--- config.mk ---
export PLATFORM = sky130hd
export DESIGN_NAME = sm_uart_word_tx
export DESIGN_NICKNAME = d
export VERILOG_FILES = /design/src/rtl/sm_uart_pkg.sv /design/src/rtl/sm_uart_tx_byte.sv /design/src/rtl/sm_uart_word_tx.sv
export SDC_FILE = /design/constraint.sdc
export NUM_CORES = 1
export LEC_CHECK = 0
export ABC_AREA = 1
export CAP_MARGIN = 10
export CORE_ASPECT_RATIO = 0.75
export CORE_MARGIN = 2
export CORE_UTILIZATION = 45
export CTS_CLUSTER_SIZE = 16
export DETAILED_ROUTE_END_ITERATION = 10
export DONT_BUFFER_PORTS = 1
export GPL_TIMING_DRIVEN = 1
export PLACE_DENSITY_LB_ADDON = 0.05
export SYNTH_ARGS = -nofsm -noshare
export SYNTH_HDL_FRONTEND = slang
export SYNTH_SLANG_ARGS = --single-unit
--- constraint.sdc ---
create_clock -name clk -period 6.7 [get_ports clk]
set_input_delay 1.005 -clock clk [delete_from_list [all_inputs] [get_ports clk]]
set_output_delay 1.005 -clock clk [all_outputs]
set_load 0.03 [all_outputs]
--- src/rtl/sm_uart_pkg.sv ---
// Shared definitions for the word-to-hex UART transmitter: divisor helper, ASCII constants,
// serialiser state encoding and character selection.
package sm_uart_pkg;

  localparam logic [7:0] AsciiZero   = 8'h30;
  localparam logic [7:0] AsciiUpperA = 8'h41;
  localparam logic [7:0] AsciiCr     = 8'h0D;
  localparam logic [7:0] AsciiLf     = 8'h0A;

  typedef enum logic [1:0] {
    StIdle,
    StStart,
    StData,
    StStop
  } tx_state_e;

  // Cycles per bit; results below 2 are not supported by the serialiser.
  function automatic int unsigned baud_div(input int unsigned clk_hz, input int unsigned baud);
    return clk_hz / baud;
  endfunction

  function automatic logic [7:0] hex_ascii(input logic [3:0] nib);
    return (nib < 4'd10) ? (AsciiZero + {4'h0, nib}) : (AsciiUpperA + {4'h0, nib} - 8'd10);
  endfunction

  // Character idx of a word's frame sequence: 0..7 hex digits MSN first, 8 CR, 9 LF.
  function automatic logic [7:0] word_char(input logic [31:0] word, input logic [3:0] idx);
    logic [4:0] base;
    base = 5'd28 - {idx[2:0], 2'b00};
    if (idx == 4'd8) return AsciiCr;
    if (idx == 4'd9) return AsciiLf;
    return hex_ascii(word[base +: 4]);
  endfunction

endpackage

--- src/rtl/sm_uart_tx_byte.sv ---
// 8N1 byte serialiser. done_o marks the last cycle of the stop bit; a start_i in that cycle
// chains the next frame with no idle gap.
module sm_uart_tx_byte
  import sm_uart_pkg::*;
#(
  parameter int unsigned BaudDiv = 4
) (
  input  logic       clk,
  input  logic       rst,
  input  logic       start_i,
  input  logic [7:0] byte_i,
  output logic       tx_o,
  output logic       done_o
);

  localparam int unsigned CntW = $clog2(BaudDiv);
  localparam logic [CntW-1:0] CntMax = CntW'(BaudDiv - 1);

  tx_state_e       state_q, state_d;
  logic [CntW-1:0] cnt_q, cnt_d;
  logic [2:0]      bit_q, bit_d;
  logic [7:0]      shift_q, shift_d;
  logic            tx_q, tx_d;
  logic            bit_end;

  assign bit_end = (cnt_q == CntMax);
  assign done_o  = (state_q == StStop) && bit_end;
  assign tx_o    = tx_q;

  always_comb begin
    state_d = state_q;
    cnt_d   = cnt_q;
    bit_d   = bit_q;
    shift_d = shift_q;
    tx_d    = tx_q;
    if (state_q != StIdle) cnt_d = bit_end ? '0 : cnt_q + 1'b1;
    unique case (state_q)
      StIdle: begin
        if (start_i) begin
          state_d = StStart;
          tx_d    = 1'b0;
          shift_d = byte_i;
          cnt_d   = '0;
        end
      end
      StStart: begin
        if (bit_end) begin
          state_d = StData;
          tx_d    = shift_q[0];
          shift_d = shift_q >> 1;
          bit_d   = '0;
        end
      end
      StData: begin
        if (bit_end) begin
          if (bit_q == 3'd7) begin
            state_d = StStop;
            tx_d    = 1'b1;
          end else begin
            bit_d   = bit_q + 3'd1;
            tx_d    = shift_q[0];
            shift_d = shift_q >> 1;
          end
        end
      end
      StStop: begin
        if (bit_end) begin
          if (start_i) begin
            state_d = StStart;
            tx_d    = 1'b0;
            shift_d = byte_i;
          end else begin
            state_d = StIdle;
            tx_d    = 1'b1;
          end
        end
      end
      default: state_d = StIdle;
    endcase
  end

  always_ff @(posedge clk) begin
    if (rst) begin
      state_q <= StIdle;
      cnt_q   <= '0;
      bit_q   <= '0;
      shift_q <= '0;
      tx_q    <= 1'b1;
    end else begin
      state_q <= state_d;
      cnt_q   <= cnt_d;
      bit_q   <= bit_d;
      shift_q <= shift_d;
      tx_q    <= tx_d;
    end
  end

endmodule

--- src/rtl/sm_uart_word_tx.sv ---
// Sends a 32-bit word as eight uppercase hex characters (optionally CR LF) over 8N1 UART.
// Characters are chained into the byte serialiser on its done cycle.
module sm_uart_word_tx
  import sm_uart_pkg::*;
#(
  parameter int unsigned CLK_HZ  = 100000000,
  parameter int unsigned BAUD    = 115200,
  parameter bit          NEWLINE = 1'b1
) (
  input  logic        clk,
  input  logic        rst,
  input  logic [31:0] word_i,
  input  logic        valid_i,
  output logic        ready_o,
  output logic        tx_o,
  output logic        busy_o
);

  localparam int unsigned BaudDiv = baud_div(CLK_HZ, BAUD);
  localparam logic [3:0]  LastIdx = NEWLINE ? 4'd9 : 4'd7;

  logic        ready_q, ready_d;
  logic [31:0] word_q, word_d;
  logic [3:0]  idx_q, idx_d;
  logic        byte_start;
  logic        byte_done;
  logic [7:0]  byte_val;

  always_comb begin
    ready_d    = ready_q;
    word_d     = word_q;
    idx_d      = idx_q;
    byte_start = 1'b0;
    // First character comes straight from word_i so its start bit lands the next cycle.
    byte_val   = word_char(word_i, 4'd0);
    if (ready_q) begin
      if (valid_i) begin
        ready_d    = 1'b0;
        word_d     = word_i;
        idx_d      = '0;
        byte_start = 1'b1;
      end
    end else if (byte_done) begin
      if (idx_q == LastIdx) begin
        ready_d = 1'b1;
        idx_d   = '0;
      end else begin
        idx_d      = idx_q + 4'd1;
        byte_start = 1'b1;
        byte_val   = word_char(word_q, idx_q + 4'd1);
      end
    end
  end

  always_ff @(posedge clk) begin
    if (rst) begin
      ready_q <= 1'b1;
      word_q  <= '0;
      idx_q   <= '0;
    end else begin
      ready_q <= ready_d;
      word_q  <= word_d;
      idx_q   <= idx_d;
    end
  end

  sm_uart_tx_byte #(
    .BaudDiv(BaudDiv)
  ) u_tx_byte (
    .clk    (clk),
    .rst    (rst),
    .start_i(byte_start),
    .byte_i (byte_val),
    .tx_o   (tx_o),
    .done_o (byte_done)
  );

  assign ready_o = ready_q;
  assign busy_o  = ~ready_q;

endmodule

==> results_dict.tcl <==
set metrics [dict create \
    fin_crit_ns 3.10 \
    avgSynthCellArea_sq_um 6.75 \
    start_util_pct 45.9 \
    final_cells 594 \
    routed_via_density 5.02 \
    skew_ns 0.00991 \
    synth_commonest_cells "nand2_1 (102), dfxtp_1 (60), inv_1 (60), a21oi_1 (53), o21ai_0 (47)" \
    setup_violations 0 \
    tns_ns 0 \
    synthMuxAreaShare_pct 0 \
    drive_gt1_share_pct 9.94 \
    status "finished clean" \
    htree_levels 3 \
    hold_viol 0 \
    yosysTopAreaCell "dfxtp_1" \
    wl_microns 7860 \
    die_y_microns 78.6 \
    grt_usage_pct 21.4 \
    antenna_found_initial 0 \
    ff_latch_area_sq_um 1200 \
    cts_root_buf "clkbuf_8" \
    slew_violations 0 \
    cellPowerDensity_nw_per_um2 295 \
    r2r-end "u_tx_byte.shift_q[6]" \
    worst_pin_slew_ns 1.06 \
    ir_worst_vdd_uv 115 \
    path_max_fanout 23 \
    synth_top_area_share_pct 36.0 \
    detail-route-antenna-nets 0 \
    drc 0 \
    cp.required_ns 6.97 \
    synth-compound-area-share_pct 18.3 \
    postCtsHoldBufs 0 \
    synthAdderAreaFrac_pct 4.50 \
    core_sq_um 7260 \
    dp_hpwl_microns 5760 \
    power.leakage_nw 1.58 \
    hold_class "reg2reg" \
    dr.pass1.iters 4 \
    initialDrtViolationCount 146 \
    rsz0062_at_grt "no" \
    multiInputGateArea_sq_um 1790 \
    gp_congestion 0.817 \
    seq_area_frac_synth_pct 36.0 \
    fin_util_pct 49.7 \
    synth_xor_area_share_pct 2.03 \
    yosysMostFrequentCell "nand2_1" \
    path_cells "inv_2 > ha_1 > inv_2 > nor2_1 > o21ai_0 > o21ai_1 > inv_1 > o21ai_1 > inv_1 > ha_1 > nand2_1 > nand2_2 > o31ai_1 > nand2_1 > a21oi_1" \
    postSynthCellCount 494 \
    syn-cell-area_sq_um 3330 \
    num_rows 27 \
    maxCapViolCount 0 \
    dieArea_sq_um 8120 \
    io_pins 38 \
    placed_cells 579 \
    worst_path_max_delay_cell "dfxtp_1" \
    syn_to_final_growth_pct 8.18 \
    nets 536 \
    switching_share_pct 33.2 \
    synth_edf_count 0 \
    clkPwrFrac_pct 34.8 \
    diodes 0 \
    startpoint "idx_q[0]" \
    slowest_delay_ns 0.77 \
    grt_max_degree 56 \
    r2r_slack_ns 3.60 \
    maxSlewHeadroom_pct 29.4 \
    power_frac_comb_pct 24.9 \
    synthArstFlopShare_pct 0 \
    synth_area_leaders "dfxtp_1 (36%), nand2_1 (11%), a21oi_1 (8.0%)" \
    ys_ff_latch 60 \
    hold-worst-slack_ns 0.456 \
    switchingPower_w 0.000354 \
    cts_inserted_buffers 9 \
    cts_tree "built" \
    cp-endpoint "u_tx_byte.shift_q[6]" \
    start_kind "flip-flop" \
    worstPathArrival_ns 3.37 \
    r2r_cells 15 \
    synthFlopType "dfxtp_1" \
    power_frac_seq_pct 40.3 \
    routedWlPerCell_microns 13.2 \
    fillers 781 \
    die_w_microns 103 \
    post-cts-setup-buffers 0 \
    gr-total-overflow 0 \
    vias 2980 \
    crit_path_end_kind "flip-flop" \
    fin_crit_sh_pct 46.3 \
    grt_pass1_vias 2730 \
    post_cts_resized 0 \
    crit-reg2reg-launch "idx_q[0]" \
    cts_max_path_buffers 2 \
    synth_top_family_by_area "simple AND/OR/NAND/NOR gates" \
    crit_type "reg2reg" \
    path_clk_slew_ns 0.06 \
    numPortBuffers 0 \
    p_int_w 0.000712 \
    syn_nets 541 \
    fmax_mhz 322 \
    clock_sinks 60 \
    synthSimpleGateAreaFrac_pct 28.7 \
    worstSkewPairLatency_ns 0.34 \
    synth_warnings 0 \
    synth.distinct_cells 39 \
    grt_pass1_wl_microns 13400 \
]
final cells by class:
| class | count | share of cell area (%) |
|---|---|---|
| multi-input combinational | 348 | 49.5 |
| sequential | 60 | 33.3 |
| inverter | 69 | 7.25 |
| clock buffer | 11 | 4.20 |
| tap | 101 | 3.50 |
| clock inverter | 4 | 2.01 |
| timing repair buffer | 1 | 0.208 |
cells by family after synthesis:
family	count (synthesis)
adder cells (fa/ha/maj)	12
AND/OR/NAND/NOR	214
flip-flops	60
buffers and inverters	86
XOR/XNOR	6
AO/OA/AOI/OAI	116
worst max-delay path, delay by kind of cell (launching register included):
| family | cells | cell delay, ns |
|---|---|---|
| DFF | 1 | 0.77 |
| adders and majority gates | 2 | 0.77 |
| AOI/OAI and AO/OA | 5 | 0.63 |
| and+or+nand+nor | 4 | 0.34 |
| buffers and inverters | 4 | 0.53 |
worst min path at each step:
stage | from | endpoint | cells after the start
after global placement | u_tx_byte.bit_q[1] | u_tx_byte.bit_q[1] | 2
after CTS | word_q[14] | word_q[14] | 2
after floorplan | word_q[10] | word_q[10] | 2
final | word_q[14] | word_q[14] | 2
after global routing | word_q[19] | word_q[19] | 2
after detailed placement | word_q[2] | word_q[2] | 2
flip-flops by register name (all words and copies together), names as in the netlist:
name,cells
u_tx_byte.shift_q,7
idx_q,4
u_tx_byte.bit_q,3
u_tx_byte.tx_o,1
u_tx_byte.cnt_q,10
u_tx_byte.state_q,2
word_q,32
ready_o,1
per-layer routing:
layer | track usage, % | up-vias | wire length [microns]
li1 | - | 1582 | -
met1 | 34.8 | 1308 | 4370
met2 | 26.8 | 85 | 2930
met3 | 6.32 | 5 | 496
met4 | 4.74 | 0 | 62
met5 | 0 | - | 0
power groups by stage:
stage	logic, W	registers, W	clock network [W]
4_1_cts	0.000263	0.000429	0.000382
5_1_grt	0.000307	0.000434	0.000402
3_3_place_gp	0.000262	0.000437	0
6_report	0.000266	0.000429	0.000370
2_1_floorplan	0.000211	0.000430	0
3_5_place_dp	0.000262	0.000437	0
layout by cell type (no fill, tap or decap), drive strengths merged:
cell type,instances
ha,12
o21ai,52
xnor2,1
o21bai,1
a21oi,55
nor2,50
o31ai,1
clkbuf,11
and3,1
nand4,5
clkinv,2
or2,3
clkinvlp,1
inv,68
o211ai,2
o22ai,1
o21a,1
o211a,1
nand2,113
a211oi,1
xor2,5
dfxtp,60
nand3,37
a22oi,1
buf,1
nor3,4
nand3b,1
bufinv,2
metrics by stage:
| stage | power (W) | setup WS [ns] | instance area [sq um] |
|---|---|---|---|
| finish | 0.00107 | 3.60 | 3610 |
| global route | 0.00114 | 3.22 | 3610 |
| CTS | 0.00108 | 3.61 | 3610 |
| detailed placement | 0.000699 | 3.62 | 3380 |
| global placement | 0.000699 | 3.75 | 3380 |
| floorplan | 0.000641 | 4.40 | 3330 |
(Power assumes the default switching activity.)
